==> config.mk <==
export PLATFORM = sky130hd
export DESIGN_NAME = boot_uart_rx
export DESIGN_NICKNAME = d
export VERILOG_FILES = /design/src/rtl/boot_uart_pkg.sv /design/src/rtl/uart_rx_core.sv /design/src/rtl/boot_uart_rx.sv
export SDC_FILE = /design/constraint.sdc
export NUM_CORES = 1
export LEC_CHECK = 0
export BUFFER_PORTS_ARGS = -buffer_cell sky130_fd_sc_hd__buf_4
export CELL_PAD_IN_SITES_DETAIL_PLACEMENT = 1
export CELL_PAD_IN_SITES_GLOBAL_PLACEMENT = 2
export CORE_ASPECT_RATIO = 0.8
export CORE_MARGIN = 3
export CORE_UTILIZATION = 35
export CTS_BUF_LIST = sky130_fd_sc_hd__clkbuf_2 sky130_fd_sc_hd__clkbuf_4 sky130_fd_sc_hd__clkbuf_8
export CTS_CLUSTER_DIAMETER = 100
export DETAILED_ROUTE_END_ITERATION = 8
export PLACE_DENSITY = 0.91
export SLEW_MARGIN = 15
export SYNTH_ARGS = -nofsm -noshare
export SYNTH_HDL_FRONTEND = slang
export SYNTH_SLANG_ARGS = --single-unit
==> constraint.sdc <==
create_clock -name iCLK -period 6.85 [get_ports iCLK]
set_clock_uncertainty 0.05 [all_clocks]
set_input_delay 2.055 -clock iCLK [delete_from_list [all_inputs] [get_ports iCLK]]
set_output_delay 2.055 -clock iCLK [all_outputs]
set_load 0.005 [all_outputs]
==> src/rtl/boot_uart_pkg.sv <==
// rtl/boot_uart_pkg.sv - shared offsets, status bits and FSM states for the boot UART receiver
package boot_uart_pkg;

  localparam logic [31:0] OFS_DATA   = 32'h0;
  localparam logic [31:0] OFS_STATUS = 32'h8;

  localparam int ST_READY = 2;
  localparam int ST_OVR   = 1;
  localparam int ST_FERR  = 0;

  typedef enum logic [1:0] {
    IDLE,
    START,
    DATA,
    STOP
  } rx_state_t;

  // Below four clocks per bit the half-bit start check collapses.
  function automatic int calc_clks_per_bit(input int clk_freq, input int baud);
    int c;
    c = clk_freq / baud;
    return (c < 4) ? 4 : c;
  endfunction

endpackage

==> src/rtl/uart_rx_core.sv <==
// rtl/uart_rx_core.sv - 8N1 deserialiser: two-flop synchroniser and bit-timing FSM
module uart_rx_core
  import boot_uart_pkg::*;
#(
  parameter int CLKS_PER_BIT = 434
) (
  input  logic       i_clk,
  input  logic       i_rst_n,
  input  logic       i_rx,
  output logic       o_byte_valid,
  output logic [7:0] o_byte_data,
  output logic       o_frame_err
);

  localparam int CNT_W = $clog2(CLKS_PER_BIT);
  localparam logic [CNT_W-1:0] CNT_HALF = CNT_W'(CLKS_PER_BIT / 2 - 1);
  localparam logic [CNT_W-1:0] CNT_FULL = CNT_W'(CLKS_PER_BIT - 1);

  logic             r_sync1;
  logic             r_sync2;
  rx_state_t        r_state;
  logic [CNT_W-1:0] r_cnt;
  logic [2:0]       r_bit;
  logic [7:0]       r_shift;
  logic             r_wait_high;
  logic             r_byte_valid;
  logic             r_frame_err;

  assign o_byte_valid = r_byte_valid;
  assign o_byte_data  = r_shift;
  assign o_frame_err  = r_frame_err;

  always_ff @(posedge i_clk or negedge i_rst_n) begin
    if (!i_rst_n) begin
      r_sync1      <= 1'b1;
      r_sync2      <= 1'b1;
      r_state      <= IDLE;
      r_cnt        <= '0;
      r_bit        <= 3'd0;
      r_shift      <= 8'h00;
      r_wait_high  <= 1'b0;
      r_byte_valid <= 1'b0;
      r_frame_err  <= 1'b0;
    end else begin
      r_sync1      <= i_rx;
      r_sync2      <= r_sync1;
      r_byte_valid <= 1'b0;
      r_frame_err  <= 1'b0;
      case (r_state)
        IDLE: begin
          r_cnt <= '0;
          // After a framing error the line must be seen high before re-arming.
          if (r_sync2) begin
            r_wait_high <= 1'b0;
          end else if (!r_wait_high) begin
            r_state <= START;
          end
        end
        START: begin
          if (r_cnt == CNT_HALF) begin
            r_cnt   <= '0;
            r_bit   <= 3'd0;
            r_state <= r_sync2 ? IDLE : DATA;
          end else begin
            r_cnt <= r_cnt + 1'b1;
          end
        end
        DATA: begin
          if (r_cnt == CNT_FULL) begin
            r_cnt   <= '0;
            r_shift <= {r_sync2, r_shift[7:1]};
            if (r_bit == 3'd7) begin
              r_state <= STOP;
            end else begin
              r_bit <= r_bit + 3'd1;
            end
          end else begin
            r_cnt <= r_cnt + 1'b1;
          end
        end
        STOP: begin
          if (r_cnt == CNT_FULL) begin
            r_cnt   <= '0;
            r_state <= IDLE;
            if (r_sync2) begin
              r_byte_valid <= 1'b1;
            end else begin
              r_frame_err <= 1'b1;
              r_wait_high <= 1'b1;
            end
          end else begin
            r_cnt <= r_cnt + 1'b1;
          end
        end
        default: r_state <= IDLE;
      endcase
    end
  end

endmodule

==> src/rtl/boot_uart_rx.sv <==
// rtl/boot_uart_rx.sv - memory-mapped boot UART receiver: holding byte, status flags, read decode
module boot_uart_rx
  import boot_uart_pkg::*;
#(
  parameter int          CLK_FREQ  = 50000000,
  parameter int          BAUD      = 115200,
  parameter logic [31:0] BASE_ADDR = 32'hFFFF0120
) (
  input  logic        iCLK,
  input  logic        iRST_n,
  input  logic        iRX,
  input  logic [31:0] iAddress,
  input  logic        iReadEnable,
  output logic [31:0] oReadData,
  output logic        oRxReady
);

  localparam int CLKS_PER_BIT = calc_clks_per_bit(CLK_FREQ, BAUD);

  logic       w_byte_valid;
  logic [7:0] w_byte_data;
  logic       w_frame_err;
  logic       w_sel_data;
  logic       w_sel_status;
  logic       w_clr;

  logic [7:0] r_hold;
  logic       r_ready;
  logic       r_ovr;
  logic       r_ferr;

  uart_rx_core #(
    .CLKS_PER_BIT(CLKS_PER_BIT)
  ) u_core (
    .i_clk       (iCLK),
    .i_rst_n     (iRST_n),
    .i_rx        (iRX),
    .o_byte_valid(w_byte_valid),
    .o_byte_data (w_byte_data),
    .o_frame_err (w_frame_err)
  );

  assign w_sel_data   = (iAddress == BASE_ADDR + OFS_DATA);
  assign w_sel_status = (iAddress == BASE_ADDR + OFS_STATUS);
  assign w_clr        = iReadEnable & w_sel_data;
  assign oRxReady     = r_ready;

  always_comb begin
    oReadData = 32'h0;
    if (w_sel_data) begin
      oReadData = {24'h0, r_hold};
    end else if (w_sel_status) begin
      oReadData[ST_READY] = r_ready;
      oReadData[ST_OVR]   = r_ovr;
      oReadData[ST_FERR]  = r_ferr;
    end
  end

  // A new byte beats a same-cycle data read: READY stays set and no overrun is flagged.
  always_ff @(posedge iCLK or negedge iRST_n) begin
    if (!iRST_n) begin
      r_hold  <= 8'h00;
      r_ready <= 1'b0;
      r_ovr   <= 1'b0;
      r_ferr  <= 1'b0;
    end else begin
      if (w_clr) begin
        r_ready <= 1'b0;
        r_ovr   <= 1'b0;
        r_ferr  <= 1'b0;
      end
      if (w_byte_valid) begin
        r_hold  <= w_byte_data;
        r_ready <= 1'b1;
        if (r_ready && !w_clr) begin
          r_ovr <= 1'b1;
        end
      end
      if (w_frame_err) begin
        r_ferr <= 1'b1;
      end
    end
  end

endmodule
==> parameters.txt <==
Parameter                              Value

Power and ir drop
  P_leak    around 0.0013 µW
  Cell internal pwr    a little under 400 µW
  Power density over cell area    193.4 nW/µm²
  Total net switching power    roughly 97 µW
  Register share of total power    0.469
  Switching share of power    0.2006
  Logic pwr share    0.055
  Max rail drop VDD    roughly 0.000098 V
  Clock group share of total power    0.477

Critical path
  Launch point of the worst reg-to-reg path    u_core.r_cnt[1]
  Signal arrival time at the worst endpoint    3490 ps
  Delay of the slowest cell on the worst path    approximately 480 ps
  Cell repeated most along the worst path    sky130_fd_sc_hd__buf_4
  Largest delay contributor family on the critical path    simple AND/OR/NAND/NOR gates
  Cell-by-cell listing of the critical path    buf_4 -> nand4_1 -> nor4_1 -> nand3_1 -> nor3b_1 -> buf_4
  Critical path buffer and inverter count    2
  CP Data Required Time    4740 ps
  Crit Path Class    input pin to output pin
  Max stage delay cell, worst path    sky130_fd_sc_hd__nor4_1
  Nature of the critical path endpoint    output pin
  Worst setup SP type    input pin
  Worst setup path startpoint    iAddress[19]
  Highest net fanout along the worst path    8

Floorplan
  Cell Rows    24
  Die Height    between 70 and 80 µm
  Floorplan Core Area    5555 µm²
  Top Ports    69
  Effective utilization at floorplan    0.3676
  Area of the die    between 6000 and 7000 µm²
  Die width    91.40 µm

Cells and area
  End-of-flow core utilization    0.4486
  Fin cells    302
  Nets    about 260
  Area added between synthesis and finish    22.06%
  Share of cells above drive strength 1    0.3393
  Count of antenna diodes in the layout    0

Synthesis
  Cell area after synthesis    2042 µm²
  Area share of the largest cell type after synthesis    0.4412
  Synthesized instance count    approximately 180
  Total number of yosys warnings    0
  Largest area contributor in the netlist    sky130_fd_sc_hd__dfrtp_1
  Register area share after synthesis    0.4669
  Average instance area after synthesis    about 11 µm²
  Most instantiated cells after synthesis    36 x sky130_fd_sc_hd__dfrtp_1, 24 x sky130_fd_sc_hd__buf_4, 16 x sky130_fd_sc_hd__mux2_2, 14 x sky130_fd_sc_hd__nor2_1
  Most instantiated library cell after synthesis    sky130_fd_sc_hd__dfrtp_1
  Prevailing post-synth register cell    sky130_fd_sc_hd__dfrtp_1
  Number of enable-type register cells in the synthesized netlist    0
  Post-synth cell types    39
  Synth Register Bits    38
  Cell types occupying the most area after synthesis    sky130_fd_sc_hd__dfrtp_1 44%, sky130_fd_sc_hd__buf_4 8.8%, sky130_fd_sc_hd__mux2_2 8.8%
  Async set-or-reset flop fraction in the synthesized netlist    1.000

Timing
  Headroom to the max-slew limit    0.6619
  Sum of negative setup slack    0 ps
  Top achievable clock speed    about 180 MHz
  Slew of the pin with the lowest slew margin    between 500 and 600 ps
  Post-route worst hold slack    306.8 ps
  Share of the clock period used by the worst path    0.8164
  Pins Over Slew Limit    0
  Final worst path period need    between 5000 and 6000 ps
  Final hold violation count    0
  Setup violations, final    0
  Setup slack of the critical path after layout    between 1000 and 1500 ps
  Unrepaired setup endpoints after global routing    false

Clock tree
  Clock slew at reported path FFs    80 ps
  Number of gates resized after CTS    0
  TritonCTS clock tree    done
  Setup fix buffers added after clock tree synthesis    0
  Number of hold-repair buffers added at the cts stage    0
  CTS Root Buffer Type    sky130_fd_sc_hd__clkbuf_8
  Clk Latency, worst-skew pair    approximately 300 ps
  Bufs on Longest Clock Path    2
  Number of sinks on the clock net    38
  Number of CTS-inserted buffers    5
  H-tree levels    2

Hold path
  Path class of the lowest-slack min-delay path    flip-flop to flip-flop
  Hold Crit Start    u_core.r_sync1

Drt
  DRC marker count from the first detailed-route iteration    34
  Antenna violation net count after detailed routing    0
  Post-detailed-route via-to-cell ratio    ~4.7
  Wire length reported by the detailed router    4267 µm
  First-pass detailed-route iteration total    4
  Total via count after detailed routing    about 1400
  Average detailed-routed wire length per instance    14.13 µm
  Number of remaining DRC errors    0

Placed design
  Port-buffer cells    44
  GP Congestion    approximately 0.74
  Cell total after placement    around 300
  Placement-stage worst setup slack    between 1000 and 1500 ps
  DP Wirelength    roughly 3200 µm

Outcome
  Status    completed

Global route
  Vias in the first global route    1459
  Final global-route overflow total    0
  Maximum number of pins on one net before global-route repair    39
  Wire length of the first global-routing pass    7507 µm
  GR Util All Layers    0.1381
  Antenna violations before repair    0

Run
  Max Cap Violations    0
-- cells by family after synthesis --
logic type | Yosys count | synth area share
multiplexers | 20 | 0.1085
AO/OA/AOI/OAI | 15 | 0.06128
AND/OR/NAND/NOR | 59 | 0.1949
adder cells (fa/ha/maj) | 5 | 0.03064
flip-flops | 38 | 0.4669
buffers and inverters | 33 | 0.1060
other | 1 | 0.001836
XOR/XNOR | 7 | 0.03003
-- layout make-up --
| cell class | count | area, µm² |
|---|---|---|
| fillers | 639 | 3063 |
| inverters | 4 | 15.01 |
| well taps | 78 | 97.59 |
| multi-input cells | 130 | 958.4 |
| clock inverters | 3 | 68.82 |
| flip-flops and latches | 38 | 953.4 |
| clock buffers | 5 | 68.82 |
| repair buffers | 44 | 330.3 |
-- cells in the final DEF, fill, tap and decap left out, drive strengths merged, types with 4 or more instances in the layout --
master / count
buf: 44
dfrtp: 36
conb: 24
mux2: 17
nor2: 14
nand3: 6
nand4: 6
nor3b: 6
ha: 5
clkbuf: 5
nor3: 5
inv: 4
nor2b: 4
xor2: 4
nand2: 4
a21oi: 4
-- worst paths after layout --
kind                       depth (start not counted)  slack [ps]             endpoint
setup / recovery                                   6        1260         oReadData[5]
hold / removal                                     0         310       u_core.r_sync2
setup reg to reg                                   6        4920    u_core.r_state[0]
hold reg to reg                                    0         310       u_core.r_sync2
max in group asynchronous                          1        4720       u_core.r_sync1
min in group asynchronous                          1        1670  u_core.o_byte_valid
-- flip-flops by register name, summed over array words and instances, names as in the netlist, named ones only --
register / flops
oRxReady: 1
r_ferr: 1
r_hold: 8
r_ovr: 1
u_core.o_byte_data: 8
u_core.o_byte_valid: 1
u_core.o_frame_err: 1
u_core.r_bit: 3
u_core.r_cnt: 9
u_core.r_state: 1
u_core.r_sync1: 1
u_core.r_sync2: 1
u_core.r_wait_high: 1
-- metrics by stage --
stage	total power, µW	area [µm²]
floorplan	246.1	2128
global placement	256.0	2355
detailed placement	256.6	2355
CTS	486.1	2492
global route	501.5	2492
finish	482.0	2492
-- worst reg2reg max path: stages, from the launching register on --
cell                        delay [ps]
sky130_fd_sc_hd__dfrtp_1           410
sky130_fd_sc_hd__inv_1              90
sky130_fd_sc_hd__ha_1              200
sky130_fd_sc_hd__nand4b_4          160
sky130_fd_sc_hd__nor3_4            260
sky130_fd_sc_hd__a2bb2oi_4         310
sky130_fd_sc_hd__mux2_1            350
-- layer usage --
layer / wire (µm) / global-route usage / up-vias
met4: 42 / 0.04013 / 0
met1: 2050 / 0.1910 / 695
li1: - / - / 673
met3: 235 / 0.03842 / 8
met2: 1938 / 0.2138 / 40
met5: 0 / 0 / -
-- power groups by stage --
stage,registers (µW),clock network [µW],logic [µW]
3_3_place_gp,230,0,25.8
6_report,226,230,26.4
2_1_floorplan,230,0,16.0
4_1_cts,226,234,26.4
3_5_place_dp,230,0,26.3
5_1_grt,226,246,29.9
(Power assumes the default switching activity.)
